<file path="src/rtl/rv_pkg.sv">
// Shared sizing helpers for the ready/valid FIFO: pointer and occupancy widths
// plus the DEPTH legality rule (power of two, at least 2).
package rv_pkg;

   function automatic int ptr_w(input int depth);
      return (depth > 1) ? $clog2(depth) : 1;
   endfunction

   // One extra bit so a full FIFO (count == DEPTH) is distinct from an empty one.
   function automatic int cnt_w(input int depth);
      return $clog2(depth) + 1;
   endfunction

   function automatic bit depth_ok(input int depth);
      return (depth >= 2) && ((depth & (depth - 1)) == 0);
   endfunction

endpackage

</file>
<file path="src/rtl/rv_fifo_mem.sv">
// FIFO storage array: write lands on the rising edge, read is combinational.
// Contents are deliberately not reset; validity is tracked by the owner.
module rv_fifo_mem
   import rv_pkg::*;
#(
   parameter int DATA_WIDTH = 32,
   parameter int DEPTH      = 4
) (
   input  logic                      clk,
   input  logic                      we,
   input  logic [ptr_w(DEPTH)-1:0]   waddr,
   input  logic [DATA_WIDTH-1:0]     wdata,
   input  logic [ptr_w(DEPTH)-1:0]   raddr,
   output logic [DATA_WIDTH-1:0]     rdata
);

   logic [DATA_WIDTH-1:0] mem [DEPTH];

   always_ff @(posedge clk) begin
      if (we) mem[waddr] <= wdata;
   end

   assign rdata = mem[raddr];

endmodule

</file>
<file path="src/rtl/rv_fifo.sv">
// Ready/valid FIFO, one-cycle push-to-output latency; wr_o/rv_o depend only on registered count.
// A full FIFO refuses pushes even while popping. Optional level_o under macro RV_FIFO_LEVEL_EN.
module rv_fifo
   import rv_pkg::*;
#(
   parameter int DATA_WIDTH = 32,
   parameter int DEPTH      = 4
) (
   input  logic                       clk,
   input  logic                       rstn,
   input  logic                       wv_i,
   output logic                       wr_o,
   input  logic [DATA_WIDTH-1:0]      wd_i,
   output logic                       rv_o,
   input  logic                       rr_i,
`ifdef RV_FIFO_LEVEL_EN
   output logic [cnt_w(DEPTH)-1:0]    level_o,
`endif
   output logic [DATA_WIDTH-1:0]      rd_o
);

   localparam int PW = ptr_w(DEPTH);
   localparam int CW = cnt_w(DEPTH);
   localparam logic [CW-1:0] FULL = CW'(DEPTH);

   if (!depth_ok(DEPTH)) begin : g_bad_depth
      $error("rv_fifo: DEPTH must be a power of two and at least 2");
   end

   logic [PW-1:0]         wptr;
   logic [PW-1:0]         rptr;
   logic [CW-1:0]         count;
   logic                  push;
   logic                  pop;
   logic [DATA_WIDTH-1:0] mem_rdata;

   assign rv_o = (count != '0);
   // Gated by rstn so the write side reads not-ready for the whole reset window.
   assign wr_o = rstn & (count != FULL);
   assign push = wv_i & wr_o;
   assign pop  = rv_o & rr_i;

   always_ff @(posedge clk or negedge rstn) begin
      if (!rstn) begin
         wptr  <= '0;
         rptr  <= '0;
         count <= '0;
      end else begin
         if (push) wptr <= wptr + 1'b1;
         if (pop)  rptr <= rptr + 1'b1;
         case ({push, pop})
            2'b10:   count <= count + 1'b1;
            2'b01:   count <= count - 1'b1;
            default: count <= count;
         endcase
      end
   end

   rv_fifo_mem #(
      .DATA_WIDTH (DATA_WIDTH),
      .DEPTH      (DEPTH)
   ) u_mem (
      .clk   (clk),
      .we    (push),
      .waddr (wptr),
      .wdata (wd_i),
      .raddr (rptr),
      .rdata (mem_rdata)
   );

   assign rd_o = rv_o ? mem_rdata : '0;

`ifdef RV_FIFO_LEVEL_EN
   assign level_o = count;
`endif

endmodule
</file>
<file path="config.mk">
export PLATFORM = sky130hd
export DESIGN_NAME = rv_fifo
export DESIGN_NICKNAME = d
export VERILOG_FILES = /design/src/rtl/rv_pkg.sv /design/src/rtl/rv_fifo_mem.sv /design/src/rtl/rv_fifo.sv
export SDC_FILE = /design/constraint.sdc
export NUM_CORES = 1
export LEC_CHECK = 0
export CAP_MARGIN = 15
export CORE_ASPECT_RATIO = 0.8
export CORE_MARGIN = 4
export CORE_UTILIZATION = 30
export DETAILED_ROUTE_END_ITERATION = 8
export PLACE_DENSITY = 0.6
export SLEW_MARGIN = 20
export SYNTH_ARGS = -nofsm -noshare
export SYNTH_HDL_FRONTEND = slang
export SYNTH_HIERARCHICAL = 1
export SYNTH_SLANG_ARGS = --single-unit
</file>
<file path="constraint.sdc">
create_clock -name clk -period 5.6 [get_ports clk]
set_clock_uncertainty 0.1 [all_clocks]
set_input_delay 1.12 -clock clk [delete_from_list [all_inputs] [get_ports clk]]
set_output_delay 1.12 -clock clk [all_outputs]
set_load 0.02 [all_outputs]
</file>
Word-level counts from Yosys, hierarchy flattened
Memories as Yosys holds them, arrays and structs flattened.
Cells that the tools add are included.
{"block": "classes", "add_sub_neg": 4, "mul": 0, "div": 0, "order_cmp": 0, "n_eq_ne": 3, "shift": 0, "muxes": 4, "bitwise_logic": 3, "n_reduce_logical": 2}
{"cell": "32-bit two-way mux", "count": 1}
{"cell": "3-bit case mux with 2 select lines", "count": 1}
{"cell": "2-bit by 1-bit adder with 2-bit output, second input constant", "count": 2}
{"cell": "3-bit by 1-bit adder with 3-bit output, second input constant", "count": 1}
{"cell": "1-bit AND", "count": 3}
{"cell": "3-bit != test, second input constant", "count": 1}
{"cell": "3-bit nonzero test", "count": 1}
{"cell": "3-bit by 1-bit subtractor with 3-bit output, second input constant", "count": 1}
{"cell": "2-bit by 1-bit equality test with 1-bit output, second input constant", "count": 1}
{"cell": "2-bit equality test, second input constant", "count": 1}
{"cell": "1-bit two-way mux", "count": 2}
{"cell": "2-bit nonzero test", "count": 1}
{"block": "totals", "reg_bits": 7, "latch_bits": 0, "mem_bits_rw": 128, "mem_bits_ro": 0, "mem_count": 1}
{"name": "u_mem.mem", "depth": 4, "word_bits": 32, "rd": 1, "rd_clocked_by_memory_dff": 0, "wr": 1, "line": "rv_fifo_mem.sv:17", "rtl": "logic [DATA_WIDTH-1:0] mem [DEPTH];"}

Logic depth before layout (Yosys ltp)
Gate-level depths: netlist of the first run.
{"block": "logic_depth", "word_depth": 5, "depth_mapped": 9}

Hierarchy
Netlist of the first run, hierarchy kept.
{"mod": "rv_fifo_mem", "n_inst": 1, "cells_per_inst": 171, "area_per_inst_um2": 4689.5, "seq_area_each_um2": 3843.7}
{"mod": "rv_fifo", "n_inst": 1, "cells_per_inst": 66, "area_per_inst_um2": 591.8, "seq_area_each_um2": 175.2}

Least setup slack after synthesis of the first run
Ideal clock, no wire load.
{"block": "synth_timing", "path_type": "input port to flip-flop", "startpoint": "input wv_i", "endpoint": "memory u_mem.mem[0][0], enable pin", "setup_time_ns": 0.468, "arrival_ns": 3.823, "slack_ns": 1.209, "cell_stages": 3, "path_buffers": 0, "cell_sequence": "nand2_1 > nor2_1 > nor3b_1"}
{"block": "synth_via", "elab_chain_len": 3}
{"item": "start: declaration", "line": "rv_fifo.sv:11", "rtl": "input logic wv_i,"}
{"item": "1-bit AND", "line": "rv_fifo.sv:40", "rtl": "assign push = wv_i & wr_o;"}
{"item": "named net push", "line": "rv_fifo.sv:33", "rtl": "logic push;"}
{"item": "1-bit two-way mux", "line": "rv_fifo_mem.sv:20", "rtl": "if (we) mem[waddr] <= wdata;"}
{"item": "1-bit two-way mux (implied by the code)", "line": "rv_fifo_mem.sv:20"}
{"item": "end: declaration", "line": "rv_fifo_mem.sv:17"}
The timed path passes the listed nets, and every way through them passes these cells.

Worst setup path in the final report of the first run
{"block": "layout_timing", "startpoint": "register rptr[0]", "endpoint": "output rd_o[18]"}
{"block": "layout_via", "elab_chain_len": 2}
{"item": "start: declaration", "line": "rv_fifo.sv:31", "rtl": "logic [PW-1:0] rptr;"}
{"item": "start signal: assignment", "line": "rv_fifo.sv:50", "rtl": "if (pop) rptr <= rptr + 1'b1;"}
{"item": "memory 4 x 32 bit"}
{"item": "named net mem_rdata[18]", "line": "rv_fifo.sv:35", "rtl": "logic [DATA_WIDTH-1:0] mem_rdata;"}
{"item": "32-bit two-way mux", "line": "rv_fifo.sv:71", "rtl": "assign rd_o = rv_o ? mem_rdata : '0;"}
{"item": "end: declaration", "line": "rv_fifo.sv:19", "rtl": "output logic [DATA_WIDTH-1:0] rd_o"}
The timed path passes the listed nets, and every way through them passes these cells.

==> results of run 1 <==
cells in the mapped netlist (all sizes together):
master	number	share of area (%)
mux2i	1	0.19
xnor2	2	0.33
buf	11	2.5
and2	33	4.0
nand3	1	0.095
or3	1	0.12
inv	4	0.28
nor2b	1	0.12
mux4	32	14
edfxtp	128	73
nor3b	3	0.43
and3	1	0.12
dfrtp	7	3.3
ha	1	0.24
and3b	2	0.33
nor2	2	0.14
fa	1	0.38
nand2	1	0.071
xor2	5	0.83
final cells by class:
type	instances	area share, %
inverter	4	0.223
clock buffer	20	6.47
timing repair buffer	72	10.6
clock inverter	10	2.30
sequential	135	59.6
multi-input combinational	87	16.7
tap	225	4.17
worst max-delay path, delay by kind of cell, from the launching register on:
kind          cells  cell delay [ps]
simple gates      1              160
buf+inv           2              910
mux               1              520
flops             1              950
flip-flops by register name, summed over array words and instances (netlist names):
signal / cells
u_mem/mem: 128
count: 3
wptr: 2
rptr: 2
through the flow:
step           total power [mW]  std cells  utilization (%)
2_1_floorplan              2.15        237                -
3_3_place_gp               2.60        523             35.5
3_5_place_dp               2.62        523             35.5
4_1_cts                    3.75        553             38.9
5_1_grt                    3.86        553             38.9
6_report                   3.68        553             38.9
layer usage:
layer	up-vias	track usage, %
met1	1289	12.7
met3	15	3.82
met4	0	5.66
met2	55	16.2
met5	-	0
li1	1109	-
worst paths after layout:
| kind | start | to | depth (start not counted) |
|---|---|---|---|
| setup / recovery | rptr[0] | rd_o[18] | 4 |
| max in group asynchronous | rstn | rptr[1] | 1 |
| hold / removal | count[2] | count[2] | 1 |
| hold reg to reg | count[2] | count[2] | 1 |
| setup reg to reg | count[0] | count[2] | 9 |
| min in group asynchronous | rstn | count[2] | 1 |
logic make-up (layout without fill, tap and decap cells):
| logic type | after synthesis | count (layout) | synth area share [%] |
|---|---|---|---|
| XOR/XNOR | 7 | 7 | 1.16 |
| adder cells (fa/ha/maj) | 2 | 2 | 0.616 |
| buffers and inverters | 15 | 106 | 2.77 |
| flip-flops | 135 | 135 | 76.1 |
| multiplexers | 33 | 33 | 14.0 |
| AND/OR/NAND/NOR | 45 | 45 | 5.38 |
power by group through the flow:
stage                     sequential, mW  combinational [mW]  clock (mW)
after detailed placement            1.42                1.20           0
after CTS                           1.40                1.20        1.15
after floorplan                     1.30               0.857           0
after global routing                1.42                1.25        1.20
final                               1.39                1.17        1.12
after global placement              1.41                1.19           0
==> impl_metrics.ini, run 1 <==
[run_status]
status = finished clean

[global_routing]
initial_antenna_violation_count = 1
grt.total_usage_pct = 10.4
grt_first_pass_wirelength_um = 14800
overflow = 0
grt_start_max_net_pins = 34
vias_in_the_first_global_route = 2646

[critical_path]
required_ps = 4380
worst-r2r-setup-slack_ps = 2950
category_of_the_critical_setup_timing_path = reg2out
crit_path_max_incr_delay_ps = 950
critical-path-slowest-cell = sky130_fd_sc_hd__dfrtp_2
worstPathMaxFanout = 26
cp-start-kind = flop
crit_arrival_ps = 2970
timing.critical_path.to_type = output port
critical_path.cell_chain = buf_4, mux4_2, and2_1, clkdlybuf4s50_1

[synthesis]
synth.yosys.seq_area_share_pct = 76.1
synth_fp_nets = 275
register_bit_total_from_synthesis = 135
netlist-cell-type-count = 23
postSynthAreaPerCell_um2 = 22.3
syn-cell-area_um2 = 5280
synth_warn = 6
synthCells = 237

[clocking]
postCtsSetupBuffers = 0
cts.reportedPaths.clkPinSlew_ps = 50
cts_buffers = 17
cts_num_sinks = 135
htree_num_levels = 4
cts_buffer_depth = 2
cts-hold-fix-buffers = 0
postCtsResizedCells = 0
cts_tree = yes
buffer_type_at_the_clock_tree_root = sky130_fd_sc_hd__clkbuf_16
skew_pair_late_insertion_delay_ps = 410

[sta]
final.hold.worst_slack_ps = 386
setup_viol_count_final = 0
fin_crit_sh_pct = 74.8
clock.fmax_mhz = 239
timing_max_transition_violations_final = 0
rsz0062_at_grt = false
report.final.hold_viol_count = 0
layout_setup_ws_ps = 1410
tightest_slew_ps = 955
setup_total_negative_slack_ps = 0
layout_min_cycle_time_ps = 4190
slew_headroom_pct = 36.4

[power]
portion_of_total_power_attributed_to_combinational_logic_pct = 31.8
power_leakage_nw = 2.20
intPower_mw = 2.62
ir_drop_mv = 0.279
sw_frac_of_total_pct = 28.8
net-switching-power_mw = 1.06
clock_power_share_pct = 30.4
power_frac_seq_pct = 37.8
power_density_nw_per_um2 = 545

[detailed_routing]
post-route-drc-count = 0
vias_per_cell = 4.46
routed.top_layer = met4
first_pass_iters = 4
antenna_left = 0
route.met2.wl_um = 4750
drt-wirelength-per-cell_um = 17.5
totalWireLength_um = 9690
detail_route.iter0.violations = 85
route.vias.total = 2468
wl_met3_um = 546
met1_wire_length_um = 4210

[finish]
layout.cells.most_common = sky130_fd_sc_hd__edfxtp_1
synthToLayoutAreaGrowth_pct = 27.8
fin_area_um2 = 6750
n_fill_cell = 1586
layout.cells.most_common_list = 128 x sky130_fd_sc_hd__edfxtp_1, 69 x sky130_fd_sc_hd__clkdlybuf4s50_1, 32 x sky130_fd_sc_hd__and2_1
insertedDiodeCount = 0
drive_above_1_share_pct = 19.5
multiInputGateArea_um2 = 1120
layout.area.seq_um2 = 4020
final_nets = 355

[die]
row_count = 43
design.die.area_um2 = 19800
die_h_um = 127
floorplan.initialDensity_pct = 30.5
design.core.area_um2 = 17300
floorplan.io_pins = 70
die_w_um = 156

[place]
pre_cts_setup_slack_ps = 1750
dp_hpwl_um = 5610
detailed_place.area_um2 = 6160
buffer_ports.inserted = 69
place.gp.congestion = 0.680

[hold_path]
class_of_the_most_critical_hold_timing_path = reg2reg

[flow_run]
cap_viol_max_count = 0
(Power assumes the default switching activity.)
==> run 2, diff against run 1 <==
Settings changed: PLACE_DENSITY 0.6 to 0.61.
Clock period 5.6 ns to 3.4 ns, I/O delays scaled along.
==> run 2 against run 1 <==
Clock power up 54%. Total power up 65%. Combinational power up 88%. Critical path depth unchanged. Cell count up 2.5%. Highest routed layer unchanged. First-iteration DRC count up 16%. Flip-flop and latch count unchanged. Non-clock buffer count up 12. Largest cell class unchanged. Sequential power up 56%. Setup slack worse by 1200 ps.
==> impl_metrics.ini, run 2 (synthesis gave the netlist of run 1 again) <==
[sta]
rsz0062_at_grt = false
setup_total_negative_slack_ps = 0
report.final.hold_viol_count = 0
layout_min_cycle_time_ps = 3140
fin_crit_sh_pct = 92.4
timing_max_transition_violations_final = 0
clock.fmax_mhz = 318
tightest_slew_ps = 495
setup_viol_count_final = 0
slew_headroom_pct = 66.9

[place]
detailed_place.area_um2 = 6290
dp_hpwl_um = 6140
buffer_ports.inserted = 69
place.gp.congestion = 0.660

[clocking]
cts-hold-fix-buffers = 0
htree_num_levels = 4
cts_buffers = 17
buffer_type_at_the_clock_tree_root = sky130_fd_sc_hd__clkbuf_16
cts_num_sinks = 135
skew_pair_late_insertion_delay_ps = 400
cts_buffer_depth = 2
cts.reportedPaths.clkPinSlew_ps = 60
cts_tree = yes

[detailed_routing]
post-route-drc-count = 0
totalWireLength_um = 10000
first_pass_iters = 4
vias_per_cell = 4.40
antenna_left = 0
drt-wirelength-per-cell_um = 17.7
route.vias.total = 2497
detail_route.iter0.violations = 99

[finish]
layout.cells.most_common = sky130_fd_sc_hd__edfxtp_1
multiInputGateArea_um2 = 1130
n_fill_cell = 1561
synthToLayoutAreaGrowth_pct = 30.4
top_register = u_mem/mem
insertedDiodeCount = 0
largest_register_ff_count = 128
final_nets = 367
fin_area_um2 = 6890
drive_above_1_share_pct = 23.4
reg_top3 = u_mem/mem: 128 flops, count: 3 flops
layout.area.seq_um2 = 4020
layout.cells.most_common_list = 128 x sky130_fd_sc_hd__edfxtp_1, 69 x sky130_fd_sc_hd__clkdlybuf4s50_1, 32 x sky130_fd_sc_hd__and2_1

[critical_path]
critical-path-slowest-cell = sky130_fd_sc_hd__mux4_1
worst-r2r-setup-slack_ps = 1000
rr_worst_depth = 9
crit_arrival_ps = 2360
critical_path.reg2reg.endpoint = count[2]
critical_path.reg2reg.startpoint = count[0]
required_ps = 2620
worstPathMaxFanout = 7
timing.critical_path.to_type = output port
critical_path.cell_chain = buf_4, mux4_1, and2_1, clkdlybuf4s50_1
category_of_the_critical_setup_timing_path = reg2out
crit_path_max_incr_delay_ps = 550
cp-start-kind = flop

[global_routing]
grt_start_max_net_pins = 36
vias_in_the_first_global_route = 2792
initial_antenna_violation_count = 0
overflow = 0
grt.total_usage_pct = 11.0
grt_first_pass_wirelength_um = 15900

[die]
design.die.area_um2 = 19800
floorplan.initialDensity_pct = 30.5
design.core.area_um2 = 17300
floorplan.io_pins = 70
die_h_um = 127
row_count = 43
die_w_um = 156

[power]
ir_drop_mv = 0.417
report.power.total_mw = 6.08
power_density_nw_per_um2 = 883
power_leakage_nw = 2.28

[flow_run]
cap_viol_max_count = 0

[hold_path]
worst_hold_path.num_cells = 1
class_of_the_most_critical_hold_timing_path = reg2reg
hp-start = count[2]
worst_hold_path.endpoint = count[2]

[run_status]
status = finished clean
## run 2: what timing repair did
item | in CTS | in global routing
pin swaps | 0 | 0
endpoints found under the setup margin | 14 | 1
gates resized for setup | 1 | 0
cloned | 0 | 0
buffers inserted | 0 | 5
## run 2: layout make-up
cell class              count  share of cell area, %
inverters                   4                  0.218
clock buffers              22                   6.59
multi-input cells          87                   16.4
repair buffers             84                   12.7
clock inverters            10                   1.53
well taps                 225                   4.09
flip-flops and latches    135                   58.4
## run 2: critical path, delay by kind of cell (launching register included)
kind,cells,cell delay (ps)
buf+inv,2,720
flops,1,490
mux,1,550
simple gates,1,180
## run 2: layer usage
layer	share of wire, %	wire [um]	GRT usage (%)
met1	45	4480	13.7
met3	4.7	468	4.06
met5	0	0	0
met2	50	4960	17.6
met4	1.0	102	3.98
## run 2: how the worst max path moves through the flow
stage | startpoint | end | slack (ps) | cells past startpoint
after floorplan | wv_i | u_mem/mem[0][0] | 580 | 3
after global placement | rptr[0] | rd_o[16] | 430 | 4
after detailed placement | rptr[0] | rd_o[27] | 420 | 4
after CTS | rptr[0] | rd_o[27] | 60 | 4
after global routing | rptr[0] | rd_o[0] | 180 | 4
final | rptr[0] | rd_o[0] | 260 | 4
## run 2: metrics by stage
| stage | utilization, % | instances | hold slack [ps] | setup slack, ps |
|---|---|---|---|---|
| after global routing | 39.8 | 567 | 410 | 185 |
| after detailed placement | 36.3 | 530 | 372 | 418 |
| after floorplan | - | 237 | 284 | 579 |
| after global placement | 36.3 | 530 | 364 | 429 |
| after CTS | 39.5 | 562 | 383 | 63.0 |
| final | 39.8 | 567 | 382 | 259 |
## run 2: power by group
group,switching (mW),total [mW],internal [mW]
sequential,0.118,2.17,2.05
combinational,1.02,2.20,1.18
clock,0.626,1.72,1.09
total,1.77,6.08,4.32
